===== src/rtl/axil2wb_pkg.sv =====
// Shared types and helpers for the AXI4-Lite to Wishbone watchdog bridge.
package axil2wb_pkg;

  typedef enum logic [2:0] {
    IDLE,
    BUS,
    WAITACK,
    BRESP,
    RRESP
  } state_e;

  localparam logic [1:0] RESP_OKAY   = 2'b00;
  localparam logic [1:0] RESP_SLVERR = 2'b10;

  // Number of byte-offset bits dropped when turning an AXI byte address into a WB word address.
  function automatic int axilLsb(input int dataWidth);
    return $clog2(dataWidth / 8);
  endfunction

endpackage


===== src/rtl/axil2wb_watchdog.sv =====
// Cycle counter that flags a Wishbone cycle which has stayed open too long.
module axil2wb_watchdog #(
  parameter int LGTIMEOUT      = 8,
  parameter int TIMEOUT_CYCLES = 10
) (
  input  logic clk_i,
  input  logic rst_ni,
  input  logic clear_i,
  input  logic enable_i,
  output logic expire_o
);

  localparam logic [LGTIMEOUT-1:0] LIMIT = LGTIMEOUT'(TIMEOUT_CYCLES - 1);

  logic [LGTIMEOUT-1:0] count_q, count_d;

  // Saturate instead of wrapping so a stuck enable can never re-arm the count.
  always_comb begin
    count_d = count_q;
    if (clear_i) begin
      count_d = '0;
    end else if (enable_i && (count_q != '1)) begin
      count_d = count_q + 1'b1;
    end
  end

  always_ff @(posedge clk_i or negedge rst_ni) begin
    if (!rst_ni) begin
      count_q <= '0;
    end else begin
      count_q <= count_d;
    end
  end

  assign expire_o = enable_i && (count_q == LIMIT);

endmodule


===== src/rtl/axil2wb_wdog_bridge.sv =====
// AXI4-Lite slave to pipelined Wishbone master, one transaction in flight,
// with read/write arbitration and a watchdog that aborts hung WB cycles.
module axil2wb_wdog_bridge
  import axil2wb_pkg::*;
#(
  parameter int C_AXI_DATA_WIDTH  = 32,
  parameter int C_AXI_ADDR_WIDTH  = 28,
  parameter int LGTIMEOUT         = 8,
  parameter int TIMEOUT_CYCLES    = 10,
  parameter bit OPT_ROUNDROBIN    = 1'b1,
  parameter bit OPT_ZEROSTRB_SKIP = 1'b1,
  parameter int LGERRCNT          = 16,
  localparam int DW      = C_AXI_DATA_WIDTH,
  localparam int AXILLSB = axilLsb(C_AXI_DATA_WIDTH),
  localparam int AW      = C_AXI_ADDR_WIDTH - AXILLSB
) (
  input  logic                        i_clk,
  input  logic                        i_axi_reset_n,
  input  logic                        i_axi_awvalid,
  output logic                        o_axi_awready,
  input  logic [C_AXI_ADDR_WIDTH-1:0] i_axi_awaddr,
  input  logic [2:0]                  i_axi_awprot,
  input  logic                        i_axi_wvalid,
  output logic                        o_axi_wready,
  input  logic [DW-1:0]               i_axi_wdata,
  input  logic [DW/8-1:0]             i_axi_wstrb,
  output logic                        o_axi_bvalid,
  input  logic                        i_axi_bready,
  output logic [1:0]                  o_axi_bresp,
  input  logic                        i_axi_arvalid,
  output logic                        o_axi_arready,
  input  logic [C_AXI_ADDR_WIDTH-1:0] i_axi_araddr,
  input  logic [2:0]                  i_axi_arprot,
  output logic                        o_axi_rvalid,
  input  logic                        i_axi_rready,
  output logic [DW-1:0]               o_axi_rdata,
  output logic [1:0]                  o_axi_rresp,
  output logic                        o_wb_cyc,
  output logic                        o_wb_stb,
  output logic                        o_wb_we,
  output logic [AW-1:0]               o_wb_addr,
  output logic [DW-1:0]               o_wb_data,
  output logic [DW/8-1:0]             o_wb_sel,
  input  logic                        i_wb_stall,
  input  logic                        i_wb_ack,
  input  logic                        i_wb_err,
  input  logic [DW-1:0]               i_wb_data,
  output logic                        o_timeout,
  output logic                        o_busy,
  output logic [LGERRCNT-1:0]         o_err_count
);

  state_e               state_q, state_d;
  logic                 cyc_q, cyc_d;
  logic                 stb_q, stb_d;
  logic                 we_q, we_d;
  logic [AW-1:0]        addr_q, addr_d;
  logic [DW-1:0]        wdata_q, wdata_d;
  logic [DW/8-1:0]      sel_q, sel_d;
  logic [DW-1:0]        rdata_q, rdata_d;
  logic [1:0]           resp_q, resp_d;
  logic                 timeout_q, timeout_d;
  logic [LGERRCNT-1:0]  errCnt_q, errCnt_d;
  logic                 favorRead_q, favorRead_d;

  logic wrReq, rdReq, grantRead, grantWrite;
  logic expire, slvErr;
  logic unusedBits;

  assign unusedBits = ^{i_axi_awprot, i_axi_arprot,
                        i_axi_awaddr[AXILLSB-1:0], i_axi_araddr[AXILLSB-1:0]};

  // Readies are combinational so the AXI handshake lands on the same edge as the capture.
  assign wrReq      = i_axi_awvalid && i_axi_wvalid;
  assign rdReq      = i_axi_arvalid;
  assign grantRead  = i_axi_reset_n && (state_q == IDLE) && rdReq &&
                      (!wrReq || !OPT_ROUNDROBIN || favorRead_q);
  assign grantWrite = i_axi_reset_n && (state_q == IDLE) && wrReq && !grantRead;

  axil2wb_watchdog #(
    .LGTIMEOUT      (LGTIMEOUT),
    .TIMEOUT_CYCLES (TIMEOUT_CYCLES)
  ) u_watchdog (
    .clk_i    (i_clk),
    .rst_ni   (i_axi_reset_n),
    .clear_i  (state_q == IDLE),
    .enable_i (cyc_q),
    .expire_o (expire)
  );

  always_comb begin
    state_d     = state_q;
    cyc_d       = cyc_q;
    stb_d       = stb_q;
    we_d        = we_q;
    addr_d      = addr_q;
    wdata_d     = wdata_q;
    sel_d       = sel_q;
    rdata_d     = rdata_q;
    resp_d      = resp_q;
    timeout_d   = 1'b0;
    errCnt_d    = errCnt_q;
    favorRead_d = favorRead_q;
    slvErr      = 1'b0;

    case (state_q)
      IDLE: begin
        if (grantRead) begin
          favorRead_d = 1'b0;
          we_d        = 1'b0;
          addr_d      = i_axi_araddr[C_AXI_ADDR_WIDTH-1:AXILLSB];
          sel_d       = '1;
          cyc_d       = 1'b1;
          stb_d       = 1'b1;
          state_d     = BUS;
        end else if (grantWrite) begin
          favorRead_d = 1'b1;
          we_d        = 1'b1;
          addr_d      = i_axi_awaddr[C_AXI_ADDR_WIDTH-1:AXILLSB];
          wdata_d     = i_axi_wdata;
          sel_d       = i_axi_wstrb;
          if (OPT_ZEROSTRB_SKIP && (i_axi_wstrb == '0)) begin
            resp_d  = RESP_OKAY;
            state_d = BRESP;
          end else begin
            cyc_d   = 1'b1;
            stb_d   = 1'b1;
            state_d = BUS;
          end
        end
      end

      // Priority on termination: err over ack, and any slave answer over the watchdog.
      BUS, WAITACK: begin
        if (i_wb_err || i_wb_ack || expire) begin
          cyc_d   = 1'b0;
          stb_d   = 1'b0;
          state_d = we_q ? BRESP : RRESP;
          if (i_wb_err) begin
            resp_d = RESP_SLVERR;
            slvErr = 1'b1;
            if (!we_q) rdata_d = '0;
          end else if (i_wb_ack) begin
            resp_d = RESP_OKAY;
            if (!we_q) rdata_d = i_wb_data;
          end else begin
            resp_d    = RESP_SLVERR;
            slvErr    = 1'b1;
            timeout_d = 1'b1;
            if (!we_q) rdata_d = '0;
          end
        end else if ((state_q == BUS) && !i_wb_stall) begin
          stb_d   = 1'b0;
          state_d = WAITACK;
        end
      end

      BRESP: begin
        if (i_axi_bready) state_d = IDLE;
      end

      RRESP: begin
        if (i_axi_rready) state_d = IDLE;
      end

      default: state_d = IDLE;
    endcase

    if (slvErr && (errCnt_q != '1)) begin
      errCnt_d = errCnt_q + 1'b1;
    end
  end

  always_ff @(posedge i_clk or negedge i_axi_reset_n) begin
    if (!i_axi_reset_n) begin
      state_q     <= IDLE;
      cyc_q       <= 1'b0;
      stb_q       <= 1'b0;
      we_q        <= 1'b0;
      addr_q      <= '0;
      wdata_q     <= '0;
      sel_q       <= '0;
      rdata_q     <= '0;
      resp_q      <= RESP_OKAY;
      timeout_q   <= 1'b0;
      errCnt_q    <= '0;
      favorRead_q <= 1'b1;
    end else begin
      state_q     <= state_d;
      cyc_q       <= cyc_d;
      stb_q       <= stb_d;
      we_q        <= we_d;
      addr_q      <= addr_d;
      wdata_q     <= wdata_d;
      sel_q       <= sel_d;
      rdata_q     <= rdata_d;
      resp_q      <= resp_d;
      timeout_q   <= timeout_d;
      errCnt_q    <= errCnt_d;
      favorRead_q <= favorRead_d;
    end
  end

  assign o_axi_awready = grantWrite;
  assign o_axi_wready  = grantWrite;
  assign o_axi_arready = grantRead;
  assign o_axi_bvalid  = (state_q == BRESP);
  assign o_axi_bresp   = resp_q;
  assign o_axi_rvalid  = (state_q == RRESP);
  assign o_axi_rdata   = rdata_q;
  assign o_axi_rresp   = resp_q;
  assign o_wb_cyc      = cyc_q;
  assign o_wb_stb      = stb_q;
  assign o_wb_we       = we_q;
  assign o_wb_addr     = addr_q;
  assign o_wb_data     = wdata_q;
  assign o_wb_sel      = sel_q;
  assign o_timeout     = timeout_q;
  assign o_busy        = (state_q != IDLE);
  assign o_err_count   = errCnt_q;

endmodule

===== config.mk =====
export PLATFORM = sky130hd
export DESIGN_NAME = axil2wb_wdog_bridge
export DESIGN_NICKNAME = d
export VERILOG_FILES = /design/src/rtl/axil2wb_pkg.sv /design/src/rtl/axil2wb_watchdog.sv /design/src/rtl/axil2wb_wdog_bridge.sv
export SDC_FILE = /design/constraint.sdc
export NUM_CORES = 1
export LEC_CHECK = 0
export BUFFER_PORTS_ARGS = -buffer_cell sky130_fd_sc_hd__clkbuf_2
export CAP_MARGIN = 30
export CORE_ASPECT_RATIO = 1.75
export CORE_MARGIN = 2
export CORE_UTILIZATION = 52
export CTS_BUF_LIST = sky130_fd_sc_hd__clkbuf_2 sky130_fd_sc_hd__clkbuf_4 sky130_fd_sc_hd__clkbuf_8
export CTS_CLUSTER_DIAMETER = 120
export DETAILED_ROUTE_END_ITERATION = 16
export GPL_ROUTABILITY_DRIVEN = 1
export GPL_TIMING_DRIVEN = 1
export PLACE_DENSITY = 0.91
export SLEW_MARGIN = 20
export SYNTH_ARGS = -nofsm -noshare
export SYNTH_HDL_FRONTEND = slang
export SYNTH_SLANG_ARGS = --single-unit

===== constraint.sdc =====
create_clock -name i_clk -period 3.9 [get_ports i_clk]
set_clock_uncertainty 0.1 [all_clocks]
set_input_delay 0.39 -clock i_clk [delete_from_list [all_inputs] [get_ports i_clk]]
set_output_delay 0.39 -clock i_clk [all_outputs]
set_load 0.01 [all_outputs]

==> impl_summary.md <==
Outcome
The run finished with clean final reports.

Synthesis
Summing the areas of all and, or, nand and nor instances in the mapped netlist gives 11.28% of the synthesized area. The number of synthesized register bits is 127. The post-synthesis instance total is 453. The Yosys warning count is 0. For this run, asynchronously set or reset flops after synthesis account for 100.0%. The share of the synthesized area in compound gates (AO/OA/AOI/OAI) is 11.12%. The arithmetic-cell share of the synthesized area counting full adders, half adders and majority gates is 0.6809%. Yosys mapped a number of flops with a built-in enable equal to 0. The synthesized netlist contains 55 unique library cells. The share of cell area taken by muxes after synthesis is 11.87%. For this run, the register share of the synthesized area comes to 57.67%. Summing the areas of all xor and xnor instances in the mapped netlist gives 3.177% of the synthesized area. The prevailing post-synth register cell is sky130_fd_sc_hd__dfrtp_1.

The synthesized area is 5513 sq um. By area, the combinational part of the netlist is dominated by multiplexers. Averaged over all synthesized cells, the footprint is 12.17 sq um.

Timing
The slack of the critical path is 0.9164 ns. The measured slew at the worst slew-check pin is 0.7907 ns. Measured against its own limit, the worst slew margin works out to 47.11%. Counting I/O delays and the setup requirement, the final critical path takes 2.984 ns. The final critical path takes up 76.50% of the cycle. The final setup TNS is 0 ns. The number of hold-slack violations in the final timing report is 0. The max-slew violation count is 0.

The highest achievable clock rate is 335.2 MHz. The final hold slack is 0.06836 ns. Setup repair after global routing left no endpoint under its margin.

Setup violations remaining at the end of the flow were counted as 0.

Flow run
The tool flagged a number of max-cap violations equal to 0.

Power and ir drop
Power comes to 5.399 mW. The total power density per cell area is 737.7 nW/um^2. The leakage power summed over all cells is 3.764 nW. IR analysis of the VDD net gives a maximum drop of 502.7 uV.

Layout
The synthesis-to-finish area growth is 32.75%. The net count of the finished layout is 849. The diode insertion count for antenna repair is 0. The finished cells cover 7318 sq um.

The most common cell after layout, fill and taps aside is sky130_fd_sc_hd__clkbuf_2. In the final layout, the share of cells above drive strength 1 is 47.43%. Leaving out fill and tap cells, the most frequent cells in the layout are 250 x sky130_fd_sc_hd__clkbuf_2, 126 x sky130_fd_sc_hd__dfrtp_1, 47 x sky130_fd_sc_hd__nand2_1.

CTS
Counting every sink on the clock net gives 127. The clock tree from TritonCTS is built. The clock latency on the worst-skew pair is 0.43 ns. The number of gates resized after CTS was 0. Buffers inserted to repair hold after CTS numbered 1.

The root buffer cell is sky130_fd_sc_hd__clkbuf_8. The H-tree level count is 4. Clock-pin slew was measured on the worst setup and hold paths at 0.08 ns. The longest clock path from root to sink contains 2 buffers. The number of buffers added for setup after CTS is 0.

The number of buffers created by CTS is 17.

Worst setup path
The startpoint type of the worst setup path is a flop. The startpoint identified for the worst register-to-register timing path is state_q[1]. For the worst setup path, the data arrival time is 2.49 ns. The worst endpoint required time is 3.41 ns. Tracing the worst setup path back leads to its startpoint at state_q[1]. The most common cell type on the critical path is sky130_fd_sc_hd__nor3_4. The maximum single-stage delay on the critical path is 0.70 ns. The critical-path cell with the highest stage delay is sky130_fd_sc_hd__nor3_4.

Along the worst path, the maximum fanout reaches 13. Walking the worst path, the cells encountered are nor3_4, inv_4, nor3_4, clkbuf_2. The endpoint class of the critical path is a primary output. The critical path is of the flop to primary output type.

Route
For this run, design rule violations remaining after detail routing come to 0. After detailed routing, the number of vias per cell comes to 5.467. The pre-antenna-repair detailed-routing pass consisted of 4 iterations. Dividing the detail-routed wire length by the instance count gives 17.20 um. The routed layout has 4625 vias. Summed over all layers, the routed wires come to 14550 um.

In this run the remaining antenna-violating nets after routing total 0. The first routing iteration left 175 violations.

Hold path
The worst hold path begins at i_wb_data[25]. The class of the tightest hold or removal check is input port to flop.

Placement
The instance area after placement is 6843 sq um. The weighted congestion reported at the end of routability-driven placement is 0.8362. At the placement stage, the worst setup path has a slack of 1.231 ns. During placement, the flow inserted port buffers numbering 251.

The HPWL after detailed placement is 11080 um.

Global route
The largest net degree at the start of global routing is 72. The overall track demand over capacity in global routing is 25.84%. After global routing the overflow that remains totals 0. The number of global-route vias before repair came to 4861. The wire length of the first global-routing pass is 22910 um. The initial antenna violation count is 0.

Floorplan
The die boundary width is 81.84 um. Row generation in the floorplan step produced 49 rows. In this run the count of I/O pins placed on the die edge is 264. The y dimension of the die is 140.2 um. The total area inside the core boundary comes to 10300 sq um.

The initial cell density of the core is 53.52%. The area of the die is 11470 sq um.
-- report_power, final --
group          leakage [nW]  internal (mW)  switching (mW)
Sequential             1.62           1.83           0.355
Combinational          1.93          0.896            1.07
Clock                 0.217          0.732           0.522
Total                  3.76           3.46            1.94
-- synth_stat cells, drive strengths merged, types with 4 or more instances --
cell type / count / area share (%)
xnor2: 15 / 2.4
mux2: 35 / 7.1
a22o: 32 / 5.1
nand3: 11 / 1.0
nand2: 47 / 3.2
nor3: 6 / 0.84
xor2: 5 / 0.79
nor4: 4 / 0.45
nor2b: 6 / 0.68
nor2: 13 / 1.1
mux2i: 26 / 4.7
nand4: 11 / 1.2
inv: 11 / 0.79
and3: 5 / 0.57
buf: 26 / 3.1
o21ai: 29 / 2.6
a21oi: 4 / 0.36
dfrtp: 126 / 57
-- metal layers --
metal	up-vias	global-route usage, %	part of all wire, %
li1	2117	-	-
met1	2263	27.77	36
met2	207	45.70	54
met3	38	6.637	6.5
met4	0	12.11	3.3
met5	-	0	0
-- cells by family (layout without fill, tap and decap cells) --
logic type | count (synthesis) | after routing
mux | 61 | 61
simple gates | 116 | 116
compound gates | 85 | 85
other cells | 1 | 2
xor+xnor | 20 | 20
fa+ha+maj | 3 | 3
buf+inv | 40 | 305
flops | 127 | 127
-- path summary, 6_finish.rpt --
path,endpoint,slack [ns],cells past startpoint
min in group asynchronous,favorRead_q,0.45,2
worst max register to register,o_wb_addr[11],1.26,6
worst min-delay path,o_axi_rdata[25],0.07,2
worst max-delay path,o_axi_arready,0.92,4
worst min register to register,favorRead_q,0.38,2
max in group asynchronous,u_watchdog.count_q[2],2.57,4
-- worst max-delay path: cells and delay by family, from the launching register on --
family                 cells  cell delay, ns
DFF                        1            0.49
buffers and inverters      2            0.39
and+or+nand+nor            2            1.19
-- metrics by stage --
step                      utilization (%)  cells
after CTS                           70.86    845
final                               71.05    846
after global routing                71.05    846
after global placement              66.44    812
after detailed placement            66.44    812
after floorplan                         -    454
-- area by class of cell --
cell class	instances	area, sq um
Tap cell	127	158.9
Clock buffer	20	262.8
Multi-Input combinational cell	287	2122
Timing Repair Buffer	262	1369
Inverter	11	43.79
Clock inverter	12	182.7
Sequential cell	127	3179
Fill cell	727	2982
-- sequential cells by signal (all words and copies together), names as in the netlist, 3 cells and up --
signal	flops
o_wb_sel	4
o_err_count	16
o_wb_data	32
o_axi_rdata	32
state_q	3
o_wb_addr	26
u_watchdog.count_q	8
Note: power is estimated with default switching activity, not from simulation.
